==> src/rtl/control_unit.sv <==
// Multicycle control FSM: sequences fetch/decode/execute/memory/writeback for a
// small RV32I subset, drives datapath strobes and counts retired instructions.
module control_unit #(
  parameter int RETIRE_CNT_WIDTH = 32
) (
  input  logic                        control_unit_clock_in,
  input  logic                        control_unit_reset_in,
  input  logic [6:0]                  control_unit_opcode_in,
  input  logic                        control_unit_branch_taken_in,
  input  logic                        control_unit_ins_ack_in,
  input  logic                        control_unit_data_ack_in,
  output logic                        control_unit_ins_req_out,
  output logic                        control_unit_data_req_out,
  output logic                        control_unit_data_we_out,
  output logic                        control_unit_ir_set_out,
  output logic                        control_unit_pc_set_out,
  output logic [1:0]                  control_unit_pc_mux_sel_out,
  output logic                        control_unit_imm_mux_sel_out,
  output logic                        control_unit_gpr_we_out,
  output logic                        control_unit_illegal_out,
  output logic [RETIRE_CNT_WIDTH-1:0] control_unit_retired_out
);

  typedef enum logic [2:0] {FETCH, DECODE, EXECUTE, MEMORY, WRITEBACK, TRAP} state_t;

  localparam logic [6:0] OP_LUI    = 7'b0110111;
  localparam logic [6:0] OP_AUIPC  = 7'b0010111;
  localparam logic [6:0] OP_JAL    = 7'b1101111;
  localparam logic [6:0] OP_JALR   = 7'b1100111;
  localparam logic [6:0] OP_BRANCH = 7'b1100011;
  localparam logic [6:0] OP_LOAD   = 7'b0000011;
  localparam logic [6:0] OP_STORE  = 7'b0100011;
  localparam logic [6:0] OP_IMM    = 7'b0010011;
  localparam logic [6:0] OP_OP     = 7'b0110011;

  state_t                      state, state_nxt;
  logic [6:0]                  opcode_q;
  logic [RETIRE_CNT_WIDTH-1:0] retired_q;
  logic                        ins_req, data_req, data_we, ir_set, pc_set, gpr_we;
  logic [1:0]                  pc_sel;
  logic                        legal;

  always_comb begin
    case (control_unit_opcode_in)
      OP_LUI, OP_AUIPC, OP_JAL, OP_JALR, OP_BRANCH,
      OP_LOAD, OP_STORE, OP_IMM, OP_OP: legal = 1'b1;
      default:                          legal = 1'b0;
    endcase
  end

  always_ff @(posedge control_unit_clock_in or posedge control_unit_reset_in) begin
    if (control_unit_reset_in) begin
      state    <= FETCH;
      opcode_q <= 7'd0;
    end else begin
      state <= state_nxt;
      if (state == DECODE) opcode_q <= control_unit_opcode_in;
    end
  end

  always_comb begin
    state_nxt = state;
    ins_req   = 1'b0;
    data_req  = 1'b0;
    data_we   = 1'b0;
    ir_set    = 1'b0;
    pc_set    = 1'b0;
    pc_sel    = 2'd0;
    gpr_we    = 1'b0;
    case (state)
      FETCH: begin
        ins_req = 1'b1;
        if (control_unit_ins_ack_in) begin
          ir_set    = 1'b1;
          state_nxt = DECODE;
        end
      end
      DECODE: state_nxt = legal ? EXECUTE : TRAP;
      EXECUTE: begin
        if (opcode_q == OP_LOAD || opcode_q == OP_STORE) begin
          state_nxt = MEMORY;
        end else if (opcode_q == OP_BRANCH) begin
          pc_set    = 1'b1;
          pc_sel    = control_unit_branch_taken_in ? 2'd1 : 2'd0;
          state_nxt = FETCH;
        end else begin
          state_nxt = WRITEBACK;
        end
      end
      MEMORY: begin
        data_req = 1'b1;
        data_we  = (opcode_q == OP_STORE);
        if (control_unit_data_ack_in) begin
          if (opcode_q == OP_STORE) begin
            pc_set    = 1'b1;
            state_nxt = FETCH;
          end else begin
            state_nxt = WRITEBACK;
          end
        end
      end
      WRITEBACK: begin
        gpr_we    = 1'b1;
        pc_set    = 1'b1;
        pc_sel    = (opcode_q == OP_JAL) ? 2'd1 : (opcode_q == OP_JALR) ? 2'd2 : 2'd0;
        state_nxt = FETCH;
      end
      TRAP:    state_nxt = TRAP;
      default: state_nxt = FETCH;
    endcase
  end

  // Counter advances on the same cycle as the pc_set pulse that retires an instruction.
  always_ff @(posedge control_unit_clock_in or posedge control_unit_reset_in) begin
    if (control_unit_reset_in) retired_q <= '0;
    else if (pc_set)           retired_q <= retired_q + 1'b1;
  end

  // Reset must silence strobes immediately, even though FETCH would otherwise request.
  assign control_unit_ins_req_out    = ins_req  & ~control_unit_reset_in;
  assign control_unit_data_req_out   = data_req & ~control_unit_reset_in;
  assign control_unit_data_we_out    = data_we  & ~control_unit_reset_in;
  assign control_unit_ir_set_out     = ir_set   & ~control_unit_reset_in;
  assign control_unit_pc_set_out     = pc_set   & ~control_unit_reset_in;
  assign control_unit_gpr_we_out     = gpr_we   & ~control_unit_reset_in;
  assign control_unit_pc_mux_sel_out = control_unit_reset_in ? 2'd0 : pc_sel;
  assign control_unit_imm_mux_sel_out = (opcode_q == OP_IMM)  || (opcode_q == OP_LOAD) ||
                                        (opcode_q == OP_STORE) || (opcode_q == OP_JALR) ||
                                        (opcode_q == OP_LUI)   || (opcode_q == OP_AUIPC);
  assign control_unit_illegal_out    = (state == TRAP);
  assign control_unit_retired_out    = retired_q;

endmodule
==> config.mk <==
export PLATFORM = sky130hd
export DESIGN_NAME = control_unit
export DESIGN_NICKNAME = d
export VERILOG_FILES = /design/src/rtl/control_unit.sv
export SDC_FILE = /design/constraint.sdc
export NUM_CORES = 1
export LEC_CHECK = 0
export CAP_MARGIN = 15
export CELL_PAD_IN_SITES_DETAIL_PLACEMENT = 1
export CELL_PAD_IN_SITES_GLOBAL_PLACEMENT = 2
export CORE_ASPECT_RATIO = 0.75
export CORE_UTILIZATION = 33
export DETAILED_ROUTE_END_ITERATION = 12
export PLACE_DENSITY_LB_ADDON = 0.1
export SLEW_MARGIN = 20
export SYNTH_ARGS = -nofsm -noshare
export SYNTH_HDL_FRONTEND = slang
export SYNTH_SLANG_ARGS = --single-unit
==> constraint.sdc <==
create_clock -name control_unit_clock_in -period 4.4 [get_ports control_unit_clock_in]
set_input_delay 0.88 -clock control_unit_clock_in [delete_from_list [all_inputs] [get_ports control_unit_clock_in]]
set_output_delay 0.88 -clock control_unit_clock_in [all_outputs]
set_load 0.03 [all_outputs]
==> flow_results.org <==
** Status
- Result of the run :: completed

** Synth
- Xor/xnor share of the synthesized area :: 12.4%
- Main combinational cell family by area after synthesis :: simple AND/OR/NAND/NOR gates
- Among all flip-flop cells after synthesis, the most frequent one is dfrtp_1.
- Synthesis handed over a netlist of 213 instances.
- After synthesis, the share of cell area in mux cells is 3.60%.
- Flops & latches, synth :: 42
- For this run, the number of Yosys warnings is 0.
- After synthesis, the mean cell area works out to 10.3 µm².
- Async SR Flop Fraction :: 100%
- Synth Area in Simple Gates :: 25.0%
- Adder-cell share of the synthesized area :: 1.03%
- The netlist uses 40 different library cells.
- Share of synthesized area occupied by flip-flops and latches :: 48.0%
- The synthesized netlist devotes 6.91% of its cell area to compound gates.
- Counting flops with a built-in enable in the synthesized netlist gives 0.
- Post-synthesis instance area :: 0.00219 mm²
- Post-synth net total :: 226

** Clock tree
- Clock tree sinks :: 42
- TritonCTS built the clock tree.
- The number of clock buffers added by TritonCTS is 5.
- Clock-pin slew on the worst setup and hold paths :: 80 ps
- Hold buffer count at cts :: 0
- In this run the number of H-tree levels came out at 2.
- Number of buffers inserted to repair setup after CTS :: 0
- In this run the deepest clock path goes through 2 buffers.
- Buffer cell driving the clock tree root :: clkbuf_8
- The later pin in the worst-skew pair is clocked with a latency of 300 ps.
- Gates resized during post-CTS repair numbered 0.

** Routing
- The count of nets left with antenna violations once routing finished came out at 0.
- Number of DRC markers in iteration 0 :: 85
- Using the TritonRoute via totals, the vias-per-cell ratio works out to 4.98.
- The first TritonRoute pass finished after 4 iterations.
- Wire length on met2 :: 2090 µm
- Routed vias :: 1,747
- After detailed routing, the number of remaining DRC violations is 0.
- Dividing the detail-routed wire length by the instance count gives 15.5 µm.
- After detailed routing, the wire length on met1 is 3030 µm.
- Wires add up to 5440 µm.
- Met3 layer wire length in the routed design :: 231 µm
- After detailed routing, no signal wire sits above met4.

** Die
- The die covers 0.00697 mm².
- The floorplan has 25 rows.
- Pin placement for this block handled 54 I/O pins.
- DIE WIDTH :: 96.1 µm
- Floorplan die height :: 72.5 µm
- Core ar. :: 0.00635 mm²
- The initial utilization of the core area, before any placement, comes to 34.5%.

** Critical path
- Category of the worst setup path capture point :: output port
- On the critical path the largest part of the delay comes from buffers and inverters.
- Critical Path, Cell by Cell :: clkdlybuf4s50_1 > nand3b_1 > a2111oi_4 > nor2_1 > nor2_1 > clkdlybuf4s50_1
- Buffer and inverter count on the worst path :: 2
- Cell with the biggest individual delay on the critical path :: clkdlybuf4s50_1
- STA puts the critical path data arrival time at 3000 ps.
- Startpoint type of the worst setup path :: input port
- By startpoint and endpoint, the worst setup path is classified as input port to output port.
- Required time reported for the critical path endpoint :: 3520 ps
- Delay contributed by the slowest stage of the critical path :: 670 ps
- Maximum fanout encountered on the critical timing path :: 5

** Layout
- Most used cells in the layout excluding fill and tap cells :: clkdlybuf4s50_1, dfrtp_1, nand2_1
- Post-route insts no fill :: 351
- The number of antenna diodes in the final layout is 0.
- Multi-input combinational cell area :: 0.00107 mm²
- Most common cell after layout, fill and taps aside :: clkdlybuf4s50_1
- For this run, the post-layout net count is 282.
- Sequential standard cell area :: 0.00105 mm²
- Number of fillers in the final layout :: 710
- Of the cells placed in the final design, the portion with a size suffix greater than 1 is 8.15%.
- Relative to the synthesized area, the layout overhead comes to 32.7%.

** Timing
- The tightest hold path in the finished design has a slack of 489 ps.
- In this run the tightest slew margin relative to its limit is 50.1%.
- Setup repair after global routing missed its margin :: no
- Post-route setup TNS :: 0 ps
- Timing would allow up to 258 MHz.
- Setup-failing EPs final :: 0
- The worst path needs 3880 ps of the cycle, external delays included.
- For the final database, setup skew stands at 8.54 ps.
- The final count of hold timing violations is 0.
- Share of the clock period used by the worst path after layout :: 88.1%
- For the pin with the worst max-slew slack, the measured transition is 746 ps.
- After layout, the worst setup slack is 522 ps.
- Number of pins exceeding their max-slew limit in the final report :: 0

** Place
- Place WS :: 526 ps
- RD Place Congestion :: 0.767
- Detailed placement finished with a half-perimeter wire length of 3910 µm.
- Port Buffers :: 53
- Placed Cells :: 343

** Power and ir drop
- Power per unit of standard cell area :: 464 mW/mm²
- P_leak :: 1.23 nW
- Worst supply voltage drop on vdd :: 0.000209 V
- Overall power consumption after layout is estimated at 0.00135 W.

** GRT
- Initial antenna violation count :: 0
- Overall routing resource usage :: 17.4%
- The number of global-route vias before repair was 1,707.
- The total overflow left after global routing is 0.
- The first global-routing pass estimated 9000 µm of wire.
- Entering global routing, the biggest net connects 43 pins.

** Flow run
- Across the run, the number of max-cap violations was 0.

** Hold path
- In this run the worst hold path is classified as flop to flop.
-- synthesized netlist by cell type (3+ instances only) --
cell,instances,share of area [%]
nor2b_1,3,0.86
nor4_1,3,0.86
nor2_1,17,2.9
nand2_1,18,3.1
inv_1,10,1.7
and3_1,5,1.4
xor2_1,17,6.8
nand2b_1,4,1.1
a21oi_1,3,0.69
o21ai_0,5,1.1
and4_1,3,1.2
nand4_1,5,1.4
nand3_1,11,2.5
mux2_2,7,3.6
dfrtp_1,42,48
a211oi_1,3,1.0
and2_1,3,0.86
nor3_1,14,3.2
xnor2_1,14,5.6
-- layer usage --
layer,vias to the layer above,global-route usage (%)
met2,30,21.4
met3,8,4.30
met4,0,6.47
li1,846,-
met5,-,0
met1,863,28.2
-- state kept, by name, indices dropped and copies added, names as in the netlist --
name                      cells
control_unit_retired_out     32
opcode_q                      7
state                         3
-- cell type report --
type | count | area share, %
Clock buffer | 7 | 2.63
Clock inverter | 1 | 1.03
Inverter | 10 | 1.29
Multi-Input combinational cell | 156 | 36.9
Sequential cell | 42 | 36.2
Tap cell | 81 | 3.49
Timing Repair Buffer | 54 | 18.5
-- worst reg2reg max path, cell delays in order (launching register included) --
cell	delay (ps)
dfrtp_1	520
nand2b_1	240
a2111oi_4	520
o21ai_2	300
nor4_1	420
xor2_1	170
-- kinds of logic after synthesis --
kind of cell	after synthesis
AOI/OAI and AO/OA	19
and+or+nand+nor	97
adders and majority gates	2
DFF	42
xor gates and xnor gates	31
muxes	7
buffers and inverters	15
-- worst paths after layout --
path / startpoint / to / slack [ps] / depth (start not counted)
min: control_unit_retired_out[26] / control_unit_retired_out[26] / 490 / 1
max in group asynchronous: control_unit_reset_in / control_unit_retired_out[1] / 2830 / 3
min reg2reg: control_unit_retired_out[26] / control_unit_retired_out[26] / 490 / 1
min in group asynchronous: control_unit_reset_in / control_unit_retired_out[18] / 1190 / 3
max: control_unit_data_ack_in / control_unit_pc_set_out / 520 / 6
max reg2reg: state[0] / control_unit_retired_out[20] / 2160 / 5
-- through the flow --
stage               instance area [µm²]  util [%]
finish                             2910      45.8
global route                       2910      45.8
CTS                                2910      45.8
detailed placement                 2800      44.1
global placement                   2800      44.1
floorplan                          2190         -
-- power breakdown --
part | switching (W) | leakage [nW] | total, W | internal, W
logic | 0.000260 | 0.648 | 0.000467 | 0.000207
registers | 0.000118 | 0.533 | 0.000575 | 0.000457
clock network | 0.000137 | 0.0524 | 0.000307 | 0.000170
total | 0.000515 | 1.23 | 0.00135 | 0.000834
Power figures use the tool's default switching activity.
